## src/rtl/seq_alu_pkg.sv

```systemverilog
// Shared op codes, FSM encoding and default width for the sequential execute-stage ALU.
package seq_alu_pkg;
    localparam int WIDTH_DEF = 32;

    localparam logic [3:0] OP_AND   = 4'b0000;
    localparam logic [3:0] OP_OR    = 4'b0001;
    localparam logic [3:0] OP_ADD   = 4'b0010;
    localparam logic [3:0] OP_SLL   = 4'b0011;
    localparam logic [3:0] OP_SRL   = 4'b0100;
    localparam logic [3:0] OP_SRA   = 4'b0101;
    localparam logic [3:0] OP_SUB   = 4'b0110;
    localparam logic [3:0] OP_SLT   = 4'b0111;
    localparam logic [3:0] OP_MULTU = 4'b1000;
    localparam logic [3:0] OP_DIVU  = 4'b1001;
    localparam logic [3:0] OP_MFHI  = 4'b1010;
    localparam logic [3:0] OP_MFLO  = 4'b1011;

    typedef enum logic [1:0] {ST_IDLE, ST_MUL, ST_DIV} state_e;
endpackage

```

## src/rtl/seq_alu_iter.sv

```systemverilog
// Shared iterative datapath: shift-add unsigned multiply and restoring unsigned divide, one bit per cycle.
module seq_alu_iter #(
    parameter int WIDTH = 32
) (
    input  logic               clk,
    input  logic               rst_n,
    input  logic               start_mul,
    input  logic               start_div,
    input  logic [WIDTH-1:0]   a,
    input  logic [WIDTH-1:0]   b,
    output logic               done,
    output logic [2*WIDTH-1:0] prod,
    output logic [WIDTH-1:0]   quot,
    output logic [WIDTH-1:0]   rem
);
    localparam int CW = $clog2(WIDTH + 1);

    logic               busy_q, busy_d;
    logic               mode_div_q, mode_div_d;
    logic [CW-1:0]      cnt_q, cnt_d;
    logic [2*WIDTH-1:0] acc_q, acc_d;
    logic [2*WIDTH-1:0] mcand_q, mcand_d;
    logic [WIDTH-1:0]   opb_q, opb_d;

    logic [2*WIDTH-1:0] mul_acc, div_acc;
    logic [WIDTH:0]     trial, diff;

    // acc holds the running product for MULTU, and {remainder, dividend/quotient} for DIVU
    always_comb begin
        mul_acc = acc_q + (opb_q[0] ? mcand_q : '0);
        trial   = acc_q[2*WIDTH-1:WIDTH-1];
        diff    = trial - {1'b0, opb_q};
        if (trial >= {1'b0, opb_q})
            div_acc = {diff[WIDTH-1:0], acc_q[WIDTH-2:0], 1'b1};
        else
            div_acc = {acc_q[2*WIDTH-2:0], 1'b0};
    end

    assign done = busy_q && (cnt_q == CW'(1));
    assign prod = mul_acc;
    assign quot = div_acc[WIDTH-1:0];
    assign rem  = div_acc[2*WIDTH-1:WIDTH];

    always_comb begin
        busy_d     = busy_q;
        mode_div_d = mode_div_q;
        cnt_d      = cnt_q;
        acc_d      = acc_q;
        mcand_d    = mcand_q;
        opb_d      = opb_q;
        if (start_mul) begin
            busy_d     = 1'b1;
            mode_div_d = 1'b0;
            cnt_d      = CW'(WIDTH);
            acc_d      = '0;
            mcand_d    = {{WIDTH{1'b0}}, a};
            opb_d      = b;
        end else if (start_div) begin
            busy_d     = 1'b1;
            mode_div_d = 1'b1;
            cnt_d      = CW'(WIDTH);
            acc_d      = {{WIDTH{1'b0}}, a};
            opb_d      = b;
        end else if (busy_q) begin
            cnt_d = cnt_q - CW'(1);
            if (cnt_q == CW'(1))
                busy_d = 1'b0;
            if (mode_div_q) begin
                acc_d = div_acc;
            end else begin
                acc_d   = mul_acc;
                mcand_d = mcand_q << 1;
                opb_d   = opb_q >> 1;
            end
        end
    end

    always_ff @(posedge clk or negedge rst_n) begin
        if (!rst_n) begin
            busy_q     <= 1'b0;
            mode_div_q <= 1'b0;
            cnt_q      <= '0;
            acc_q      <= '0;
            mcand_q    <= '0;
            opb_q      <= '0;
        end else begin
            busy_q     <= busy_d;
            mode_div_q <= mode_div_d;
            cnt_q      <= cnt_d;
            acc_q      <= acc_d;
            mcand_q    <= mcand_d;
            opb_q      <= opb_d;
        end
    end
endmodule

```

## src/rtl/seq_alu.sv

```systemverilog
// Handshaked execute-stage ALU: single-cycle logic/arith/shift ops plus iterative MULTU/DIVU with HI/LO.
module seq_alu
    import seq_alu_pkg::*;
#(
    parameter int WIDTH = WIDTH_DEF,
    parameter int SHW   = $clog2(WIDTH)
) (
    input  logic             clk,
    input  logic             rst_n,
    input  logic             in_valid,
    output logic             in_ready,
    input  logic [3:0]       op,
    input  logic [WIDTH-1:0] a,
    input  logic [WIDTH-1:0] b,
    input  logic [SHW-1:0]   shamt,
    output logic             out_valid,
    output logic [WIDTH-1:0] result,
    output logic             zero,
    output logic             overflow,
    output logic             div_by_zero,
    output logic [WIDTH-1:0] hi,
    output logic [WIDTH-1:0] lo
);
    state_e state_q, state_d;
    logic             out_valid_q, out_valid_d;
    logic [WIDTH-1:0] result_q, result_d;
    logic             zero_q, zero_d;
    logic             ovf_q, ovf_d;
    logic             dbz_q, dbz_d;
    logic [WIDTH-1:0] hi_q, hi_d;
    logic [WIDTH-1:0] lo_q, lo_d;

    logic             accept, start_mul, start_div, it_done;
    logic [2*WIDTH-1:0] it_prod;
    logic [WIDTH-1:0] it_quot, it_rem;

    logic [WIDTH-1:0] sum, dif, alu_res;
    logic             ovf_add, ovf_sub, slt, alu_ovf, alu_legal;

    assign in_ready = (state_q == ST_IDLE);
    assign accept   = in_valid && in_ready;

    seq_alu_iter #(.WIDTH(WIDTH)) u_iter (
        .clk       (clk),
        .rst_n     (rst_n),
        .start_mul (start_mul),
        .start_div (start_div),
        .a         (a),
        .b         (b),
        .done      (it_done),
        .prod      (it_prod),
        .quot      (it_quot),
        .rem       (it_rem)
    );

    // SLT takes sign xor overflow so it stays correct when a-b wraps
    always_comb begin
        sum       = a + b;
        dif       = a - b;
        ovf_add   = (a[WIDTH-1] == b[WIDTH-1]) && (sum[WIDTH-1] != a[WIDTH-1]);
        ovf_sub   = (a[WIDTH-1] != b[WIDTH-1]) && (dif[WIDTH-1] != a[WIDTH-1]);
        slt       = dif[WIDTH-1] ^ ovf_sub;
        alu_res   = '0;
        alu_ovf   = 1'b0;
        alu_legal = 1'b1;
        case (op)
            OP_AND:  alu_res = a & b;
            OP_OR:   alu_res = a | b;
            OP_ADD:  begin alu_res = sum; alu_ovf = ovf_add; end
            OP_SUB:  begin alu_res = dif; alu_ovf = ovf_sub; end
            OP_SLT:  alu_res = {{(WIDTH-1){1'b0}}, slt};
            OP_SLL:  alu_res = b << shamt;
            OP_SRL:  alu_res = b >> shamt;
            OP_SRA:  alu_res = WIDTH'($signed(b) >>> shamt);
            OP_MFHI: alu_res = hi_q;
            OP_MFLO: alu_res = lo_q;
            default: alu_legal = 1'b0;
        endcase
    end

    always_comb begin
        state_d     = state_q;
        out_valid_d = 1'b0;
        result_d    = result_q;
        zero_d      = zero_q;
        ovf_d       = ovf_q;
        dbz_d       = dbz_q;
        hi_d        = hi_q;
        lo_d        = lo_q;
        start_mul   = 1'b0;
        start_div   = 1'b0;
        case (state_q)
            ST_IDLE: begin
                if (accept) begin
                    if (op == OP_MULTU) begin
                        start_mul = 1'b1;
                        state_d   = ST_MUL;
                    end else if (op == OP_DIVU && b != '0) begin
                        start_div = 1'b1;
                        state_d   = ST_DIV;
                    end else if (op == OP_DIVU) begin
                        out_valid_d = 1'b1;
                        result_d    = '1;
                        zero_d      = 1'b0;
                        ovf_d       = 1'b0;
                        dbz_d       = 1'b1;
                        hi_d        = a;
                        lo_d        = '1;
                    end else begin
                        out_valid_d = 1'b1;
                        result_d    = alu_res;
                        zero_d      = alu_legal && (alu_res == '0);
                        ovf_d       = alu_ovf;
                        dbz_d       = 1'b0;
                    end
                end
            end
            ST_MUL: begin
                if (it_done) begin
                    out_valid_d = 1'b1;
                    {hi_d, lo_d} = it_prod;
                    result_d    = it_prod[WIDTH-1:0];
                    zero_d      = (it_prod[WIDTH-1:0] == '0);
                    ovf_d       = 1'b0;
                    dbz_d       = 1'b0;
                    state_d     = ST_IDLE;
                end
            end
            ST_DIV: begin
                if (it_done) begin
                    out_valid_d = 1'b1;
                    hi_d        = it_rem;
                    lo_d        = it_quot;
                    result_d    = it_quot;
                    zero_d      = (it_quot == '0);
                    ovf_d       = 1'b0;
                    dbz_d       = 1'b0;
                    state_d     = ST_IDLE;
                end
            end
            default: state_d = ST_IDLE;
        endcase
    end

    always_ff @(posedge clk or negedge rst_n) begin
        if (!rst_n) begin
            state_q     <= ST_IDLE;
            out_valid_q <= 1'b0;
            result_q    <= '0;
            zero_q      <= 1'b0;
            ovf_q       <= 1'b0;
            dbz_q       <= 1'b0;
            hi_q        <= '0;
            lo_q        <= '0;
        end else begin
            state_q     <= state_d;
            out_valid_q <= out_valid_d;
            result_q    <= result_d;
            zero_q      <= zero_d;
            ovf_q       <= ovf_d;
            dbz_q       <= dbz_d;
            hi_q        <= hi_d;
            lo_q        <= lo_d;
        end
    end

    assign out_valid   = out_valid_q;
    assign result      = result_q;
    assign zero        = zero_q;
    assign overflow    = ovf_q;
    assign div_by_zero = dbz_q;
    assign hi          = hi_q;
    assign lo          = lo_q;
endmodule

```

## config.mk

```make
export PLATFORM = sky130hd
export DESIGN_NAME = seq_alu
export DESIGN_NICKNAME = d
export VERILOG_FILES = /design/src/rtl/seq_alu_pkg.sv /design/src/rtl/seq_alu_iter.sv /design/src/rtl/seq_alu.sv
export SDC_FILE = /design/constraint.sdc
export NUM_CORES = 1
export LEC_CHECK = 0
export BUFFER_PORTS_ARGS = -buffer_cell sky130_fd_sc_hd__buf_2
export CAP_MARGIN = 25
export CELL_PAD_IN_SITES_DETAIL_PLACEMENT = 1
export CELL_PAD_IN_SITES_GLOBAL_PLACEMENT = 2
export CORE_MARGIN = 2
export CORE_UTILIZATION = 38
export DETAILED_ROUTE_END_ITERATION = 6
export PLACE_DENSITY = 0.89
export SYNTH_ARGS = -nofsm -noshare
export SYNTH_HDL_FRONTEND = slang
export SYNTH_HIERARCHICAL = 1
export SYNTH_SLANG_ARGS = --single-unit
```

## constraint.sdc

```tcl
create_clock -name clk -period 5.9 [get_ports clk]
set_clock_uncertainty 0.1 [all_clocks]
set_input_delay 0.59 -clock clk [delete_from_list [all_inputs] [get_ports clk]]
set_output_delay 0.59 -clock clk [all_outputs]
set_load 0.05 [all_outputs]
```

==> impl_metrics.ini <==
[power]
pwr_density_cell_nw_per_um2 = 567
p_seq_frac = 0.208
p_leak_nw = 14.9
p_sw_frac = 0.571
pwr-share-comb = 0.662
p_switching_mw = 11.0
internal-power_mw = 8.26
ir_worst_vdd_mv = 0.354
clkPwrFrac = 0.130

[place]
place_hpwl_um = 135000
dp.cells = 5013
place.gp.congestion = 1.06
io_buffers = 176
dp_slack_ns = 0.258
post_dp_cell_area_um2 = 32600

[routing]
dr.pass1.iters = 6
via_count = 33800
viasPerCell = 6.64
wire_per_inst_um = 33.7
drt-initial-drc-count = 3799
wl_um = 171000
drc = 0
antenna_left = 0

[logic_synthesis]
yosysSeqAreaShare = 0.223
synth_edf_count = 0
synthCells = 3941
synth_most_common_cell = nand2_1
ys.flop_type = dfrtp_1
yosys.area.top_type = dfrtp_1
netlist_area_um2 = 30300
netlist.area_leader.share = 0.223
syn_avg_cell_area_um2 = 7.68
synth_warnings = 6
syn-num-nets = 4226
async_flop_share = 1.00
synth_cell_types = 106
ys_ff_latch = 270
ys_top_cells_by_count = nand2_1 (510), nor2_1 (364), a21oi_1 (302)
synth_area_leaders = dfrtp_1 (22%), ha_1 (8.4%), nand2_1 (6.3%)

[critical_path]
crit_buf_inv = 3
critPathLaunch = a[13]
crit_path_end_kind = flop
required_ns = 6.32
critPathSlowestCell = fa_1
slowest_delay_ns = 0.54
start_kind = primary input
crit_chain = buf_2 -> inv_1 -> ha_1 -> nor4_1 -> o31ai_1 -> nand3_1 -> o311ai_1 -> buf_4 -> a311o_1 -> o21ai_0 -> a221oi_1 -> o21bai_1 -> a21oi_1 -> fa_1 -> o221ai_1 -> nor4_1 -> nand3_1 -> nand4bb_1 -> or4_1 -> nor4_2 -> nand2_1 -> o21ai_1
crit_type = in2reg
cp_max_fo = 8
cp_top_family = simple AND/OR/NAND/NOR gates
r2r_start = u_iter/opb_q[0]
critPathArrivalTime_ns = 5.72

[global_routing]
globalRoute.totalOverflow = 0
grt_max_degree = 129
gr-usage-all-layers = 0.407
grt_pass1_vias = 33300
grt_pass1_wl_um = 243000
antenna_found_initial = 11

[layout]
drive_above_1_share = 0.146
areaGrowthSynthToFinish_pct = 12.1
fin_nets = 4290
final_cells = 5086
final_area_um2 = 34000

[hold_path]
hp-start = a[0]
worstHoldPathType = in2reg

[clocking]
clk_pin_slew_ns = 0.07
cts_buffers = 37
clk_path_buf_depth = 3
htreeDepth = 2
cts_tree = done
cts_root_buf = clkbuf_16
clock_sinks = 270
clock_latency_ns = 0.59

[floorplan]
start_util = 0.383
die_height_um = 286
core-area_um2 = 79000
rows = 103
ios = 177
dieArea_um2 = 82000
chipWidth_um = 286

[timing]
layout_setup_ws_ns = 0.604
maxSlewViolCount = 0
grt_setup_unrepaired = false
final-hold-violation-count = 0
setup-tns-final_ns = 0
worst_slew_pin_slew_ns = 1.29
fmax_mhz = 189
period_share = 0.898
setup_violations = 0
slew_headroom = 0.140
min_period_ns = 5.30

[run]
cap_violations = 0

[outcome]
status = completed
-- kinds of logic (layout without fill, tap and decap cells) --
| group | count (synthesis) | in the layout | synth area share |
|---|---|---|---|
| AND/OR/NAND/NOR | 1355 | 1355 | 0.207 |
| AO/OA/AOI/OAI | 1249 | 1249 | 0.277 |
| buffers and inverters | 521 | 611 | 0.0717 |
| flip-flops | 270 | 270 | 0.223 |
| multiplexers | 224 | 224 | 0.101 |
| adder cells (fa/ha/maj) | 209 | 209 | 0.0876 |
| XOR/XNOR | 113 | 113 | 0.0329 |
| other | 0 | 5 | 0 |
-- path summary, 6_finish.rpt --
path                                      end  slack (ns)  cells after the start
max                                      zero        0.60                     22
min                                     hi[0]        0.28                      3
max in group asynchronous               lo[5]        3.89                      3
min in group asynchronous  u_iter/mcand_q[58]        0.53                      2
max reg2reg                              zero        0.90                     18
min reg2reg                        result[23]        0.37                      1
-- per-stage QoR --
step / util / hold slack [ns] / total power [mW]
6_report: 0.430 / 0.283 / 19.3
5_1_grt: 0.430 / 0.292 / 20.2
4_1_cts: 0.429 / 0.260 / 18.8
3_5_place_dp: 0.413 / 0.360 / 16.3
3_3_place_gp: 0.413 / 0.356 / 16.1
2_1_floorplan: - / 0.194 / 11.8
-- cell type report --
type | count | area [µm²]
fillers | 9680 | 45000
multi-input cells | 3150 | 21500
flip-flops and latches | 270 | 6760
repair buffers | 366 | 2430
well taps | 1050 | 1310
clock buffers | 44 | 972
inverters | 180 | 676
clock inverters | 21 | 322
diodes | 5 | 12.5
-- worst reg2reg max path: stages (launching register included) --
cell and delay [ns]:
dfrtp_1 0.44, buf_4 0.27, buf_4 0.39, and2_1 0.22, ha_1 0.25, o21a_1 0.15
nor2_1 0.03, o21ai_0 0.41, o21ai_1 0.16, a31oi_2 0.43, xnor2_1 0.20, nor4_1 0.54
nand4_1 0.18, nor4_1 0.40, nand4_1 0.14, a211oi_1 0.25, buf_4 0.18, a21oi_1 0.07
o21ai_1 0.12
-- layout by cell type, fill, tap and decap left out, types with 73 or more instances in the layout --
cell	netlist	layout
o21ai_0	233	233
buf_2	40	174
nor2_1	364	357
dfrtp_1	270	268
xnor2_1	73	73
buf_4	40	180
ha_1	204	201
mux2i_1	121	121
and2_1	86	86
inv_1	177	177
a21oi_1	302	301
nand2_1	510	510
-- power groups by stage --
stage | Combinational, mW | Clock [mW] | Sequential [mW]
6_report | 12.7 | 2.50 | 4.01
5_1_grt | 13.5 | 2.58 | 4.04
2_1_floorplan | 7.45 | 0 | 4.37
3_5_place_dp | 12.3 | 0 | 3.94
3_3_place_gp | 12.2 | 0 | 3.92
4_1_cts | 12.4 | 2.52 | 3.91
-- routing by layer --
layer	vias up	wire length, µm	track usage
met5	-	87	0
met4	12	11900	0.240
met3	440	16200	0.0897
met2	1833	72400	0.609
met1	17000	70800	0.537
li1	14500	-	-
-- sequential cells by signal (all words and copies together) (netlist names), 2 cells and up --
signal,count
u_iter/acc_q,64
u_iter/mcand_q,64
hi,32
lo,32
result,32
u_iter/opb_q,32
u_iter/cnt_q,6
state_q,2
-- repair_timing --
| item | 4_1_cts | 5_1_grt |
|---|---|---|
| resized for setup | 0 | 0 |
| setup buffers | 0 | 0 |
| endpoints found under the setup margin | 0 | 0 |
| endpoints found under the hold margin | 68 | 0 |
| hold buffers | 1 | 0 |
Note: power is estimated with default switching activity, not from simulation.
